==> src/rtl/bnn_pkg.sv <==
// Shared sizing constants for the binarised neural-network datapath.
package bnn_pkg;

  localparam int unsigned ACC_W      = 18;
  localparam int unsigned LAST_LAYER = 3;
  localparam int unsigned RF_DEPTH   = 128;
  localparam int unsigned ADDR_W     = 7;
  localparam int unsigned PIX_W      = 9;
  localparam int unsigned LAYER_W    = 3;
  localparam int unsigned CLASS_W    = 4;

endpackage

==> src/rtl/bnn_rf.sv <==
// 1-bit activation register file: synchronous write, registered read, synchronous clear.
module bnn_rf
  import bnn_pkg::*;
#(
  parameter int unsigned DEPTH = RF_DEPTH
) (
  input  logic              clk,
  input  logic              rst,
  input  logic              wen,
  input  logic [ADDR_W-1:0] waddr,
  input  logic              wdata,
  input  logic              ren,
  input  logic [ADDR_W-1:0] raddr,
  output logic              rdata
);

  logic [DEPTH-1:0] mem;

  // Read samples the pre-edge contents, so a same-address write/read returns the old bit.
  always_ff @(posedge clk) begin
    if (rst) begin
      mem   <= '0;
      rdata <= 1'b0;
    end else begin
      if (wen) mem[waddr] <= wdata;
      if (ren) rdata <= mem[raddr];
    end
  end

endmodule

==> src/rtl/bnn_datapath.sv <==
// BNN MAC datapath: binarised accumulate, activation register file and output-layer argmax.
module bnn_datapath
  import bnn_pkg::ADDR_W, bnn_pkg::PIX_W, bnn_pkg::LAYER_W, bnn_pkg::CLASS_W;
#(
  parameter int unsigned ACC_W      = bnn_pkg::ACC_W,
  parameter int unsigned LAST_LAYER = bnn_pkg::LAST_LAYER,
  parameter int unsigned RF_DEPTH   = bnn_pkg::RF_DEPTH
) (
  input  logic                     clk,
  input  logic                     rst,
  input  logic [LAYER_W-1:0]       layer,
  input  logic                     cu_rst,
  input  logic                     g_reg_rst7,
  input  logic                     rf_wen,
  input  logic                     rf_ren,
  input  logic [ADDR_W-1:0]        rf_waddr,
  input  logic [ADDR_W-1:0]        rf_raddr,
  input  logic                     wmem_data,
  input  logic [PIX_W-1:0]         dmem_data,
  output logic signed [ACC_W-1:0]  acc,
  output logic                     rf_rdata,
  output logic [CLASS_W-1:0]       pred_class,
  output logic signed [ACC_W-1:0]  max_acc,
  output logic                     pred_valid
);

  logic                    acc_en;
  logic                    rf_we;
  logic signed [ACC_W-1:0] pix_ext;
  logic signed [ACC_W-1:0] term;
  logic                    take_candidate;

  assign pix_ext = ACC_W'($signed(dmem_data));
  assign rf_we   = rf_wen && (layer != LAYER_W'(LAST_LAYER));

  always_comb begin
    term = '0;
    if (layer == '0) term = wmem_data ? pix_ext : -pix_ext;
    else             term = (wmem_data ~^ rf_rdata) ? ACC_W'(1) : '1;
  end

  always_ff @(posedge clk) begin
    if (rst) acc_en <= 1'b0;
    else     acc_en <= rf_ren;
  end

  // cu_rst seeds with the in-flight term so consecutive neurons need no idle cycle.
  always_ff @(posedge clk) begin
    if (rst)         acc <= '0;
    else if (cu_rst) acc <= acc_en ? term : '0;
    else if (acc_en) acc <= acc + term;
  end

  bnn_rf #(
    .DEPTH (RF_DEPTH)
  ) u_rf (
    .clk   (clk),
    .rst   (rst),
    .wen   (rf_we),
    .waddr (rf_waddr),
    .wdata (~acc[ACC_W-1]),
    .ren   (rf_ren),
    .raddr (rf_raddr),
    .rdata (rf_rdata)
  );

  // A commit coinciding with g_reg_rst7 is taken as the first candidate.
  assign take_candidate = rf_wen && (g_reg_rst7 || !pred_valid || (acc > max_acc));

  always_ff @(posedge clk) begin
    if (rst) begin
      pred_valid <= 1'b0;
      pred_class <= '0;
      max_acc    <= '0;
    end else if (take_candidate) begin
      pred_valid <= 1'b1;
      pred_class <= rf_waddr[CLASS_W-1:0];
      max_acc    <= acc;
    end else if (g_reg_rst7) begin
      pred_valid <= 1'b0;
      pred_class <= '0;
      max_acc    <= '0;
    end
  end

endmodule

==> config.mk <==
export PLATFORM = sky130hd
export DESIGN_NAME = bnn_datapath
export DESIGN_NICKNAME = d
export VERILOG_FILES = /design/src/rtl/bnn_pkg.sv /design/src/rtl/bnn_rf.sv /design/src/rtl/bnn_datapath.sv
export SDC_FILE = /design/constraint.sdc
export NUM_CORES = 1
export LEC_CHECK = 0
export CORE_ASPECT_RATIO = 0.7
export CORE_MARGIN = 10
export CORE_UTILIZATION = 25
export CTS_CLUSTER_DIAMETER = 120
export CTS_CLUSTER_SIZE = 12
export DETAILED_ROUTE_END_ITERATION = 8
export GPL_ROUTABILITY_DRIVEN = 1
export PLACE_DENSITY_LB_ADDON = 0.25
export SLEW_MARGIN = 20
export SYNTH_ARGS = -nofsm -noshare
export SYNTH_HDL_FRONTEND = slang
export SYNTH_SLANG_ARGS = --single-unit
==> constraint.sdc <==
create_clock -name clk -period 3.85 [get_ports clk]
set_input_delay 0.77 -clock clk [delete_from_list [all_inputs] [get_ports clk]]
set_output_delay 0.77 -clock clk [all_outputs]
set_load 0.005 [all_outputs]
==> results of run 1 <==
==> cell type report <==
class / count / area share [%]
antenna: 1 / 0.0215
inverter: 31 / 0.998
tap: 480 / 5.15
timing repair buffer: 161 / 12.6
clock buffer: 19 / 3.89
sequential: 171 / 29.4
multi-input combinational: 763 / 47.0
clock inverter: 13 / 0.902
==> cells by family (layout without fill, tap and decap cells) <==
logic type      after synthesis  after routing  share of synthesized area [%]
fa+ha+maj                    38             38                           5.24
mux                          48             48                           10.9
simple gates                277            277                           15.8
flops                       171            171                           37.1
buf+inv                     121            224                           5.20
compound gates              380            380                           23.8
other cells                   0              1                              0
xor+xnor                     20             20                           1.90
==> per-layer routing <==
metal | up-vias | global-route usage [%] | share of wire, %
met4 | 2 | 3.48 | 1.2
li1 | 4059 | - | -
met3 | 21 | 2.39 | 4.2
met2 | 147 | 17.9 | 42
met1 | 3921 | 19.0 | 53
met5 | - | 0 | 0.044
==> sequential cells by signal, indices dropped and copies added (netlist names) <==
name        cells
pred_class      4
acc            18
u_rf.rdata      1
u_rf.mem      128
pred_valid      1
acc_en          1
max_acc        18
==> cell usage in the layout, fill, tap and decap left out, types with 6 or more instances in the layout <==
cell type	synthesis	layout
dlygate4sd2_1	0	6
inv_1	31	29
nand4_1	6	6
a211oi_1	21	18
nor2_1	75	74
a21oi_2	0	6
nand2_1	34	33
a21o_1	16	16
clkbuf_16	0	17
nand3_1	10	10
xor2_1	9	9
mux4_2	42	42
nor2b_1	12	11
dfxtp_1	171	170
o211ai_1	6	6
ha_1	37	34
xnor2_1	11	11
mux2i_1	6	6
nand3b_1	6	6
buf_12	0	6
or3_1	113	112
buf_4	0	81
a22o_1	17	17
o21ai_0	139	136
a22oi_1	13	13
clkdlybuf4s50_1	0	61
a21oi_1	146	140
==> power breakdown <==
part           internal [mW]  switching [mW]
Combinational          0.303           0.386
Sequential              1.79          0.0383
Clock                  0.876           0.800
==> per-stage QoR <==
step | std cells | worst slack, ns | area, um^2 | total power, mW
after global routing | 1638 | -0.0217 | 11700 | 4.39
after global placement | 1596 | -0.721 | 10900 | 2.53
after floorplan | 1055 | 0.0138 | 9220 | 2.24
after detailed placement | 1596 | -0.829 | 10900 | 2.53
after CTS | 1632 | 0.00249 | 11500 | 4.23
final | 1639 | 0.173 | 11700 | 4.20
==> critical path, cell delays in order <==
cell           delay (ns)
dlygate4sd2_1        0.25
inv_2                0.08
ha_4                 0.13
nor3b_4              0.20
nand2_2              0.10
ha_4                 0.22
a21oi_2              0.12
nor2_1               0.05
a21oi_2              0.17
ha_1                 0.28
a21o_1               0.20
a21o_1               0.17
a41o_1               0.22
a41o_1               0.25
o31ai_4              0.21
buf_4                0.15
xor2_1               0.14
o21ai_1              0.07
a22oi_1              0.16
nor2_1               0.05
==> worst max path at each step <==
stage	endpoint	from	slack, ns	cells after the start
5_1_grt	acc[17]	dmem_data[0]	-0.02	19
2_1_floorplan	acc[17]	dmem_data[0]	0.01	18
3_3_place_gp	acc[17]	dmem_data[0]	-0.72	19
6_report	acc[15]	dmem_data[0]	0.17	20
4_1_cts	acc[15]	dmem_data[2]	0.002	18
3_5_place_dp	acc[17]	dmem_data[0]	-0.83	19
==> timing repair <==
action                                  CTS  global route
pin swaps                                12            25
endpoints found under the setup margin    7             8
gates resized for setup                  20            29
buffers inserted                          4             6
==> reports/metrics.yaml, run 1 <==
io_buffers: 74
antenna_found_initial: 3
io_pins: 75
clk_pin_slew_ns: 0.07
critPathArrivalTime_ns: 4.00
cellLeakagePower_nw: 4.06
hold_depth: 2
rows: 58
synth-seq-area-share_pct: 37.1
peakVddDrop_mv: 0.225
synth_area_per_cell_um2: 8.74
drt_iter0_drc: 621
timing.rr.start: "u_rf.rdata"
whs_endpoint: "u_rf.mem[35]"
hold_violations: 0
clock_latency_ns: 0.44
die-area_mm2: 0.0451
critPathKind: "input port to flop"
min_period_ns: 3.68
dr.pass1.iters: 5
core_area_mm2: 0.0361
yosysMostFrequentCell: "dfxtp_1"
cts_hold_buf: 0
worst_slew_pin_slew_ns: 0.999
synth_area_leader_cell: "dfxtp_1"
cts_num_sinks: 171
finalClockSkew_ns: 0.00880
yosys.cell_types.count: 49
hp-class: "flop to flop"
synth_warnings: 0
grt_pass1_wl_um: 46500
clockBufferDepth: 2
synth_top_cell_area_share_pct: 37.1
syn_to_final_growth_pct: 26.5
start_kind: "input port"
dr_total_vias: 8150
cap_violations: 0
r2r_end: "acc[15]"
setup_viol: 0
cts_inserted_buffers: 17
setup_tns_ns: 0
cts-root-buf: "clkbuf_16"
start_util_pct: 25.5
nets: 1216
synthTopCellsByArea: "dfxtp_1 (37%), mux4_2 (10%), a21oi_1 (7.9%)"
gp_congestion: 0.829
die_y_um: 181
slew_headroom_pct: 33.4
fin_util_pct: 32.3
status: "finished, final reports clean"
hold_start: "u_rf.mem[35]"
worstPathMaxFanout: 2
drc_errors: 0
cts_tree: "yes"
hpwl_um: 19800
endpoint_kind: "flop"
grt_pass1_vias: 7692
synth_area_mm2: 0.00922
nFillCells: 3750
period_share_pct: 95.5
regArea_mm2: 0.00343
grt_usage_pct: 12.7
syn_inst: 1055
r2r_slack_ns: 0.69
power_per_cell_area_mw_per_mm2: 360
drive_above_1_share_pct: 17.1
synth-async-reset-ratio_pct: 0
timing.fmax_mhz: 272
grt-ovfl-total: 0
worstPathRequired_ns: 4.17
cts_max_level: 4
wl_per_cell_um: 17.9
wl_um: 29400
synth_common_cells: "dfxtp_1 (171), a21oi_1 (146), o21ai_0 (139)"
slew_viol_final: 0
synth-edff-count: 0
grt_max_degree: 135
syn-num-nets: 1126
ant_nets: 0
die_x_um: 249
multi_input_area_mm2: 0.00548
synth_top_flop_cell: "dfxtp_1"
synth_seq_cells: 171
reg2reg_depth: 15
vias_per_cell: 4.97
hold_slack_ns: 0.472
Power figures use the tool's default switching activity.
==> inputs of run 2 (changes only) <==
Settings changed: SLEW_MARGIN 20 to unset.
==> results of run 2 <==
Final layout, timing and power as in run 1 (identical DEF).
